===== src/rtl/mem_arb_pkg.sv =====
// Shared types and constants for the instruction/data memory port arbiter.
package mem_arb_pkg;

    typedef enum logic [1:0] {
        IDLE    = 2'd0,
        IF_BUSY = 2'd1,
        DM_BUSY = 2'd2
    } state_t;

    localparam int DEF_ADDR_W  = 32;
    localparam int DEF_DATA_W  = 32;
    localparam int DEF_TIMEOUT = 16;

    // Width of a counter that must be able to hold the value `limit` itself.
    function automatic int timeout_cnt_w(input int limit);
        return $clog2(limit + 1);
    endfunction

endpackage


===== src/rtl/mem_arb_watchdog.sv =====
// Ack watchdog: counts BUSY cycles without mem_ack_i and flags the cycle in
// which the TIMEOUT-th such cycle occurs. Only built with MEM_ARB_TIMEOUT_EN.
module mem_arb_watchdog
    import mem_arb_pkg::*;
#(
    parameter int TIMEOUT = DEF_TIMEOUT
) (
    input  logic clk_i,
    input  logic rst_i,
    input  logic clear,
    input  logic count_en,
    output logic expired
);

    localparam int CNT_W = timeout_cnt_w(TIMEOUT);

    logic [CNT_W-1:0] count;

    // NOTE: sequential state uses non-blocking assignments so every flop
    // samples pre-edge values regardless of block ordering.
    always_ff @(posedge clk_i or posedge rst_i) begin
        if (rst_i) begin
            count <= '0;
        end else if (clear) begin
            count <= '0;
        end else if (count_en) begin
            count <= count + 1'b1;
        end
    end

    // This cycle is the TIMEOUT-th one without ack when TIMEOUT-1 are already counted.
    assign expired = count_en && (count == CNT_W'(TIMEOUT - 1));

endmodule


===== src/rtl/mem_port_arbiter.sv =====
// Arbitrates one single-ported memory between the fetch and data ports,
// one transaction at a time. Optional ack watchdog: define MEM_ARB_TIMEOUT_EN.
module mem_port_arbiter
    import mem_arb_pkg::*;
#(
    parameter int ADDR_W  = DEF_ADDR_W,
    parameter int DATA_W  = DEF_DATA_W,
    parameter int TIMEOUT = DEF_TIMEOUT
) (
    input  logic              clk_i,
    input  logic              rst_i,
    input  logic              if_req_i,
    input  logic [ADDR_W-1:0] if_addr_i,
    output logic              if_valid_o,
    output logic [DATA_W-1:0] if_rdata_o,
    input  logic              dm_req_i,
    input  logic              dm_we_i,
    input  logic [ADDR_W-1:0] dm_addr_i,
    input  logic [DATA_W-1:0] dm_wdata_i,
    output logic              dm_valid_o,
    output logic [DATA_W-1:0] dm_rdata_o,
    output logic              mem_req_o,
    output logic              mem_we_o,
    output logic [ADDR_W-1:0] mem_addr_o,
    output logic [DATA_W-1:0] mem_wdata_o,
    input  logic [DATA_W-1:0] mem_rdata_i,
    input  logic              mem_ack_i,
    output logic              err_o
);

    if (TIMEOUT < 1) begin : g_bad_timeout
        $error("mem_port_arbiter: TIMEOUT must be at least 1");
    end

    state_t state;
    logic   last_dm;
    logic   if_elig;
    logic   dm_elig;
    logic   grant_dm;
    logic   grant_if;
    logic   timeout;

    // A requester still high during its own valid pulse is the finished
    // request, not a new one, so it is not eligible that cycle.
    // NOTE: every signal is fully assigned on each pass, so no latch is inferred.
    always_comb begin
        if_elig  = if_req_i && !if_valid_o;
        dm_elig  = dm_req_i && !dm_valid_o;
        grant_dm = dm_elig && (!if_elig || !last_dm);
        grant_if = if_elig && !grant_dm;
    end

`ifdef MEM_ARB_TIMEOUT_EN
    mem_arb_watchdog #(
        .TIMEOUT (TIMEOUT)
    ) u_watchdog (
        .clk_i    (clk_i),
        .rst_i    (rst_i),
        .clear    (state == IDLE),
        .count_en ((state != IDLE) && !mem_ack_i),
        .expired  (timeout)
    );
`else
    assign timeout = 1'b0;
`endif

    always_ff @(posedge clk_i or posedge rst_i) begin
        if (rst_i) begin
            state       <= IDLE;
            last_dm     <= 1'b0;
            mem_req_o   <= 1'b0;
            mem_we_o    <= 1'b0;
            mem_addr_o  <= '0;
            mem_wdata_o <= '0;
            if_valid_o  <= 1'b0;
            dm_valid_o  <= 1'b0;
            if_rdata_o  <= '0;
            dm_rdata_o  <= '0;
            err_o       <= 1'b0;
        end else begin
            if_valid_o <= 1'b0;
            dm_valid_o <= 1'b0;
            err_o      <= 1'b0;

            case (state)
                IDLE: begin
                    if (grant_dm) begin
                        state       <= DM_BUSY;
                        mem_req_o   <= 1'b1;
                        mem_we_o    <= dm_we_i;
                        mem_addr_o  <= dm_addr_i;
                        mem_wdata_o <= dm_wdata_i;
                    end else if (grant_if) begin
                        state      <= IF_BUSY;
                        mem_req_o  <= 1'b1;
                        mem_we_o   <= 1'b0;
                        mem_addr_o <= if_addr_i;
                    end
                end

                IF_BUSY: begin
                    if (mem_ack_i || timeout) begin
                        state      <= IDLE;
                        mem_req_o  <= 1'b0;
                        last_dm    <= 1'b0;
                        if_valid_o <= 1'b1;
                        if_rdata_o <= mem_ack_i ? mem_rdata_i : '0;
                        err_o      <= !mem_ack_i;
                    end
                end

                DM_BUSY: begin
                    if (mem_ack_i) begin
                        state      <= IDLE;
                        mem_req_o  <= 1'b0;
                        last_dm    <= 1'b1;
                        dm_valid_o <= 1'b1;
                        // Stores leave the last load value visible.
                        if (!mem_we_o) begin
                            dm_rdata_o <= mem_rdata_i;
                        end
                    end else if (timeout) begin
                        state      <= IDLE;
                        mem_req_o  <= 1'b0;
                        last_dm    <= 1'b1;
                        dm_valid_o <= 1'b1;
                        dm_rdata_o <= '0;
                        err_o      <= 1'b1;
                    end
                end

                default: begin
                    state     <= IDLE;
                    mem_req_o <= 1'b0;
                end
            endcase
        end
    end

endmodule


===== config.mk =====
export PLATFORM = sky130hd
export DESIGN_NAME = mem_port_arbiter
export DESIGN_NICKNAME = d
export VERILOG_FILES = /design/src/rtl/mem_arb_pkg.sv /design/src/rtl/mem_arb_watchdog.sv /design/src/rtl/mem_port_arbiter.sv
export SDC_FILE = /design/constraint.sdc
export NUM_CORES = 1
export LEC_CHECK = 0
export ABC_AREA = 1
export ABC_CLOCK_PERIOD_IN_PS = 5100
export BUFFER_PORTS_ARGS = -buffer_cell sky130_fd_sc_hd__buf_2
export CORE_MARGIN = 5
export CORE_UTILIZATION = 47
export CTS_CLUSTER_DIAMETER = 80
export DETAILED_ROUTE_END_ITERATION = 8
export PLACE_DENSITY = 0.81
export SYNTH_ARGS = -nofsm -noshare
export SYNTH_HDL_FRONTEND = slang
export SYNTH_SLANG_ARGS = --single-unit

===== constraint.sdc =====
create_clock -name clk_i -period 5.1 [get_ports clk_i]
set_clock_uncertainty 0.1 [all_clocks]
set_input_delay 0.255 -clock clk_i [delete_from_list [all_inputs] [get_ports clk_i]]
set_output_delay 0.255 -clock clk_i [all_outputs]
set_load 0.01 [all_outputs]

==> metrics, run 1 <==
status=finished, final reports clean; Die H=120 um; Area contributors post-synth=dfrtp_1 (59%), nand2_1 (18%), inv_1 (6.9%); gr ovfl total=0; Post-CTS Resized=0; Max Freq=~350 MHz; top post-synthesis cells by count=nand2_1 (271), dfrtp_1 (135), inv_1 (105), o21ai_0 (67), nand3_1 (66); Simple-Gate Fraction of Synth Area=24.1%; Setup CP Type=flip-flop to flip-flop; Initial Util=between 40% and 50%; drt drc=0; Crit path required time=5.34 ns; post-synth top area share=between 50% and 60%; Vias=between 5000 and 6000; final hold viol count=0; WP buf/inv=1; Mean Syn Cell Area=8.28 um^2; Post-synth EDFFs=0; RSZ-0062 raised after global routing=no; PortBufs=265; Core ar.=12000 um^2; Crit. End Element=flip-flop; GRT Total Usage=23.4%; crit-path leading delay family=simple AND/OR/NAND/NOR gates; Synth Instances=691; DRT iter0 DRCs=around 340; CTS tree=yes; clk sinks=135; top-level port count=267; register area=3380 um^2; setup ws final=2.21 ns; post-route setup TNS=0 ns; H-tree depth reported by CTS=4; DP Wirelength=11.0 mm; Rows=40; slew margin rel.=22.4%; Worst EP arrival=roughly 3.1 ns; layout cell share with drive strength beyond 1=a little under a third; worst slew pin tran=approximately 1.2 ns; Clk pin slew, worst setup/hold paths=around 0.060 ns; post-synth top area cell=dfrtp_1; antenna violations before repair=0; CP Cell Sequence=nor2_4 > nand3_2 > inv_2 > nand2_1 > nand2_1; min Tclk post-route=just under 3 ns; Num CTS Buffers=17; Area Overhead vs Synth=43.6%; Top FF cell, synth=dfrtp_1; Clk Latency, worst-skew pair=0.41 ns; mux contribution to synthesized area=0%; number of global-route vias before repair=5345; Final Cycle Share=56.7%; post-synthesis xor/xnor area fraction=0%; number of diodes=0; Peak VDD IR=about 350 uV; die width=120 um; final max-slew violation count=0; total power=between 5000 and 6000 uW; Die Area=14500 um^2; async set-or-reset flop fraction in the synthesized netlist=100%; synthesized flop and latch total=around 140; Max Root-Sink Buffers=2; main combinational cell family by area after synthesis=simple AND/OR/NAND/NOR gates; post-synth net total=828; Crit path top cell by count=nand2_1; final design utilization=68.7%; ANT nets after route=0; fillcell total=between 900 and 1000; CTS root buffer=clkbuf_16; post-synthesis sequential area ratio=59.1%; # Max-Cap Violations=0; setup bufs post-CTS=0; Fin Hold WS=0.00996 ns; Synthesis Warnings=0; WL per Instance=14.5 um; worst slack, placed=2.25 ns; crit path max-delay cell type=nand3_2; via-per-instance ratio=4.71; GPL Wtd Cong=0.803; Final setup viols=0; Hold WC Path Type=input pin to asynchronous set/reset pin; first-pass GRT wire length=26.5 mm; PwrDens=611 nW/um^2; Post-Syn Area=between 5000 and 6000 um^2; Routed WL=16.7 mm; Crit path largest cell delay=0.70 ns; Post-Synth Adder-Cell Area=less than 1%; crit path launch type=flip-flop; largest net degree at the start of global routing=87; post-synthesis compound-gate area fraction=6.15%; Final nets=1124; Detailed Routing Iterations Pass 1=6; Distinct cells, synth=14; count leader, synth=nand2_1; Lkg Pwr=0.00490 uW; area of the multi-input gates=around 1800 um^2; CP Max Fanout=34
[final cells by class]
cell class	count	area share [%]
Clock inverter	13	2.74
Inverter	109	5.01
Timing Repair Buffer	312	21.8
Clock buffer	19	5.39
Sequential cell	135	41.1
Multi-Input combinational cell	412	21.6
Tap cell	147	2.24
[sequential cells by signal (all words and copies together) (netlist names)]
name	flops
dm_valid_o	1
mem_addr_o	32
mem_wdata_o	32
state	2
if_rdata_o	32
mem_req_o	1
if_valid_o	1
dm_rdata_o	32
last_dm	1
mem_we_o	1
[through the flow]
stage / instances / area [um^2]
after global routing: 1147 / 8210
after detailed placement: 1069 / 7080
after floorplan: 691 / 5720
final: 1147 / 8210
after CTS: 1147 / 8210
after global placement: 1069 / 7080
[final timing paths]
kind	end	slack, ns	startpoint	cells after the start
min	mem_wdata_o[15]$_DFFE_PP0P_	0.01	rst_i	2
min reg2reg	mem_addr_o[2]$_DFFE_PP0P_	0.37	mem_addr_o[2]$_DFFE_PP0P_	2
min in group clk_i	dm_rdata_o[11]$_DFFE_PP0P_	0.02	mem_rdata_i[11]	3
max	mem_wdata_o[8]$_DFFE_PP0P_	2.21	dm_valid_o$_DFF_PP0_	5
max in group asynchronous	dm_rdata_o[8]$_DFFE_PP0P_	3.70	rst_i	3
max reg2reg	mem_wdata_o[8]$_DFFE_PP0P_	2.21	dm_valid_o$_DFF_PP0_	5
[power breakdown]
part	switching, uW	internal [uW]
clock network	446	928
logic	1110	680
registers	271	1580
[cells in the final DEF, fill, tap and decap left out, drive strengths merged]
| cell | count |
|---|---|
| buf | 266 |
| clkbuf | 19 |
| dlygate4sd3 | 46 |
| dfrtp | 135 |
| o21ai | 67 |
| ha | 3 |
| inv | 110 |
| clkinvlp | 1 |
| conb | 1 |
| bufinv | 6 |
| nand3 | 68 |
| clkinv | 5 |
| a21oi | 1 |
| nor2 | 1 |
| nand2 | 271 |
[cells by family (layout without fill, tap and decap cells)]
group           Yosys count  after routing
fa+ha+maj                 3              3
simple gates            340            340
flops                   135            135
compound gates           68             68
other cells               1              1
buf+inv                 144            453
[timing repair]
item	CTS	global route
hold buffers	46	0
endpoints found under the setup margin	0	0
hold endpoints to repair	47	0
[routing by layer]
layer | track usage, % | vias up | routed length (um)
met1 | 28.8 | 2433 | 6600
met2 | 38.5 | 243 | 8220
met3 | 7.34 | 37 | 1410
li1 | - | 2690 | -
met5 | 0 | - | 0
met4 | 9.07 | 0 | 437
(Power assumes the default switching activity.)
==> inputs of run 2 (changes only) <==
--- a/config.mk
+++ b/config.mk
@@ -6,13 +6,13 @@
 export NUM_CORES = 1
 export LEC_CHECK = 0
 export ABC_AREA = 1
-export ABC_CLOCK_PERIOD_IN_PS = 5100
+export ABC_CLOCK_PERIOD_IN_PS = 2350
 export BUFFER_PORTS_ARGS = -buffer_cell sky130_fd_sc_hd__buf_2
 export CORE_MARGIN = 5
-export CORE_UTILIZATION = 47
+export CORE_UTILIZATION = 42
 export CTS_CLUSTER_DIAMETER = 80
 export DETAILED_ROUTE_END_ITERATION = 8
-export PLACE_DENSITY = 0.81
+export PLACE_DENSITY = 0.76
 export SYNTH_ARGS = -nofsm -noshare
 export SYNTH_HDL_FRONTEND = slang
 export SYNTH_SLANG_ARGS = --single-unit
==> constraint.sdc (replaced) <==
create_clock -name clk_i -period 2.35 [get_ports clk_i]
set_clock_uncertainty 0.1 [all_clocks]
set_input_delay 0.1175 -clock clk_i [delete_from_list [all_inputs] [get_ports clk_i]]
set_output_delay 0.1175 -clock clk_i [all_outputs]
set_load 0.01 [all_outputs]
==> metrics, run 2 (same netlist as run 1, synthesis figures left out) <==
status=finished, final reports clean; min Tclk post-route=2.14 ns (-0.751 ns); first-pass GRT wire length=30.6 mm (+16%); Lkg Pwr=0.00520 uW (+6.1%); PortBufs=265 (unchanged); Clk Latency, worst-skew pair=0.40 ns (about the same); Crit path top cell by count=inv_1; Seq pwr share=36.9% (about the same); Clk pin slew, worst setup/hold paths=0.06 ns (about the same); final hold viol count=0 (unchanged); reg2reg start=state[0]$_DFFE_PP0P_; Die Area=16100 um^2 (+11%); net switching power=4160 uW (+130%); Vias=6032 (+12%); ANT nets after route=0 (unchanged); CTS tree=yes; fillcell total=971 (+7.2%); hold path endpoint=state[0]$_DFFE_PP0P_; number of diodes=0 (unchanged); Die H=127 um (+5.3%); Initial Util=43.0% (-4.8 points); worst slack, placed=0.710 ns (-1.54 ns); reg2reg path depth=8 (+3); Num CTS Buffers=17 (unchanged); Max Root-Sink Buffers=2 (unchanged); antenna violations before repair=0 (unchanged); number of global-route vias before repair=6273 (+17%); layout cell share with drive strength beyond 1=28.9% (-1.9 points); crit path max-delay cell type=dlygate4sd3_1; Area Overhead vs Synth=59.2%; gr ovfl total=0 (unchanged); drt drc=0 (unchanged); total power=10900 uW (+120%); Final nets=1217 (+8.3%); Detailed Routing Iterations Pass 1=5 (-1); setup ws final=0.209 ns (-2.00 ns); Clk pwr share=22.9% (-4.5 points); DRT iter0 DRCs=336 (-1.8%); Worst EP arrival=2.38 ns (-0.76 ns); RSZ-0062 raised after global routing=no; Comb power frac=40.3% (+4.5 points); clk sinks=135 (unchanged); Crit path required time=2.59 ns (-2.75 ns); hold_sp=if_req_i; Routed WL=19.0 mm (+14%); slew margin rel.=61.8% (+39 points); crit path launch type=flip-flop; Final Cycle Share=91.1% (+34 points); largest net degree at the start of global routing=67 (-23%); reg2reg setup slack=0.21 ns (-2.00 ns); Setup CP Type=flip-flop to flip-flop; Core ar.=13300 um^2 (+11%); GPL Wtd Cong=0.854 (+6.3%); post-route setup TNS=0 ns (unchanged); most frequent cells in the layout=nand2_1 (269), buf_2 (265), dfrtp_1 (135); Crit path largest cell delay=0.59 ns (-0.11 ns); CP Cell Sequence=inv_1 > ha_1 > inv_1 > a21oi_4 > buf_6 > nand3_1 > dlygate4sd3_1 > nand2_1; via-per-instance ratio=4.75 (+0.91%); Worst Hold Depth=6; CP Max Fanout=34 (unchanged); switching part of the total power=38.2% (+1.7 points); Final setup viols=0 (unchanged); Peak VDD IR=764 uV (+120%); top-level port count=267 (unchanged); DP Wirelength=11.4 mm (+3.6%); Pint=6720 uW (+110%); PwrDens=1190 nW/um^2 (+96%); Post-Layout Inst Area=9100 um^2 (+11%); worst slew pin tran=0.571 ns (-0.589 ns); R2R Path End=mem_addr_o[27]$_DFFE_PP0P_; Crit. End Element=flip-flop; most common cell after layout, fill and taps aside=nand2_1; GRT Total Usage=23.8% (+0.43 points); WL per Instance=14.9 um (+2.8%); final max-slew violation count=0 (unchanged); H-tree depth reported by CTS=4 (unchanged); CTS root buffer=clkbuf_16; Rows=42 (+5.0%); Placement Cell Area=7230 um^2 (+2.1%); Max Freq=467 MHz (+35%); die width=127 um (+5.3%); # Max-Cap Violations=0 (unchanged); Hold WC Path Type=input pin to flip-flop
run 2: final cells by class:
type | count | area (um^2) | area share, %
clock buffers | 18 | 429 | 4.71
flip-flops and latches | 135 | 3380 | 37.1
repair buffers | 405 | 2760 | 30.3
clock inverters | 14 | 128 | 1.40
well taps | 176 | 220 | 2.42
inverters | 109 | 413 | 4.54
multi-input cells | 412 | 1780 | 19.5
run 2: routing by layer:
metal  GRT usage, %  up-vias  wire [um]
li1               -     2871          -
met1           27.3     2738       7060
met2           40.0      361       9250
met3           7.52       62       1840
met4           11.9        0        819
met5              0        -          0
run 2: stage by stage:
| stage | cells | hold slack [ns] | util [%] |
|---|---|---|---|
| 5_1_grt | 1269 | 0.224 | 68.5 |
| 3_3_place_gp | 1106 | 0.108 | 54.4 |
| 3_5_place_dp | 1106 | 0.109 | 54.4 |
| 2_1_floorplan | 691 | 0.127 | - |
| 6_report | 1269 | 0.172 | 68.5 |
| 4_1_cts | 1269 | 0.162 | 68.4 |
run 2: how the worst max path moves through the flow:
| stage | start | endpoint | slack, ns | cells after the start |
|---|---|---|---|---|
| floorplan | rst_i | dm_rdata_o[0]$_DFFE_PP0P_ | 0.45 | 1 |
| global placement | state[0]$_DFFE_PP0P_ | mem_addr_o[29]$_DFFE_PP0P_ | 0.76 | 7 |
| detailed placement | state[0]$_DFFE_PP0P_ | mem_addr_o[23]$_DFFE_PP0P_ | 0.71 | 7 |
| CTS | state[0]$_DFFE_PP0P_ | mem_addr_o[23]$_DFFE_PP0P_ | 0.17 | 8 |
| global route | state[1]$_DFFE_PP0P_ | mem_addr_o[13]$_DFFE_PP0P_ | 0.05 | 8 |
| finish | state[0]$_DFFE_PP0P_ | mem_addr_o[27]$_DFFE_PP0P_ | 0.21 | 8 |
run 2: repair_timing:
item                                    CTS  global route
gates resized for setup                   0             1
buffers inserted                          0             0
endpoints found under the hold margin   154             0
endpoints found under the setup margin    0            16
hold buffers                            131             0
run 2: power by group through the flow:
stage                     logic, uW  clock network [uW]  registers, uW
final                          4380                2490           4010
after global placement         3790                   0           4000
after CTS                      4330                2540           4000
after floorplan                1660                   0           4500
after detailed placement       3930                   0           3990
after global routing           4860                2640           4140
run 2: worst max-delay path: cells and delay by family (launching register included):
family                     cells  cell delay, ns
and+or+nand+nor                2            0.19
adders and majority gates      1            0.20
buffers and inverters          4            1.06
AOI/OAI and AO/OA              1            0.14
DFF                            1            0.39
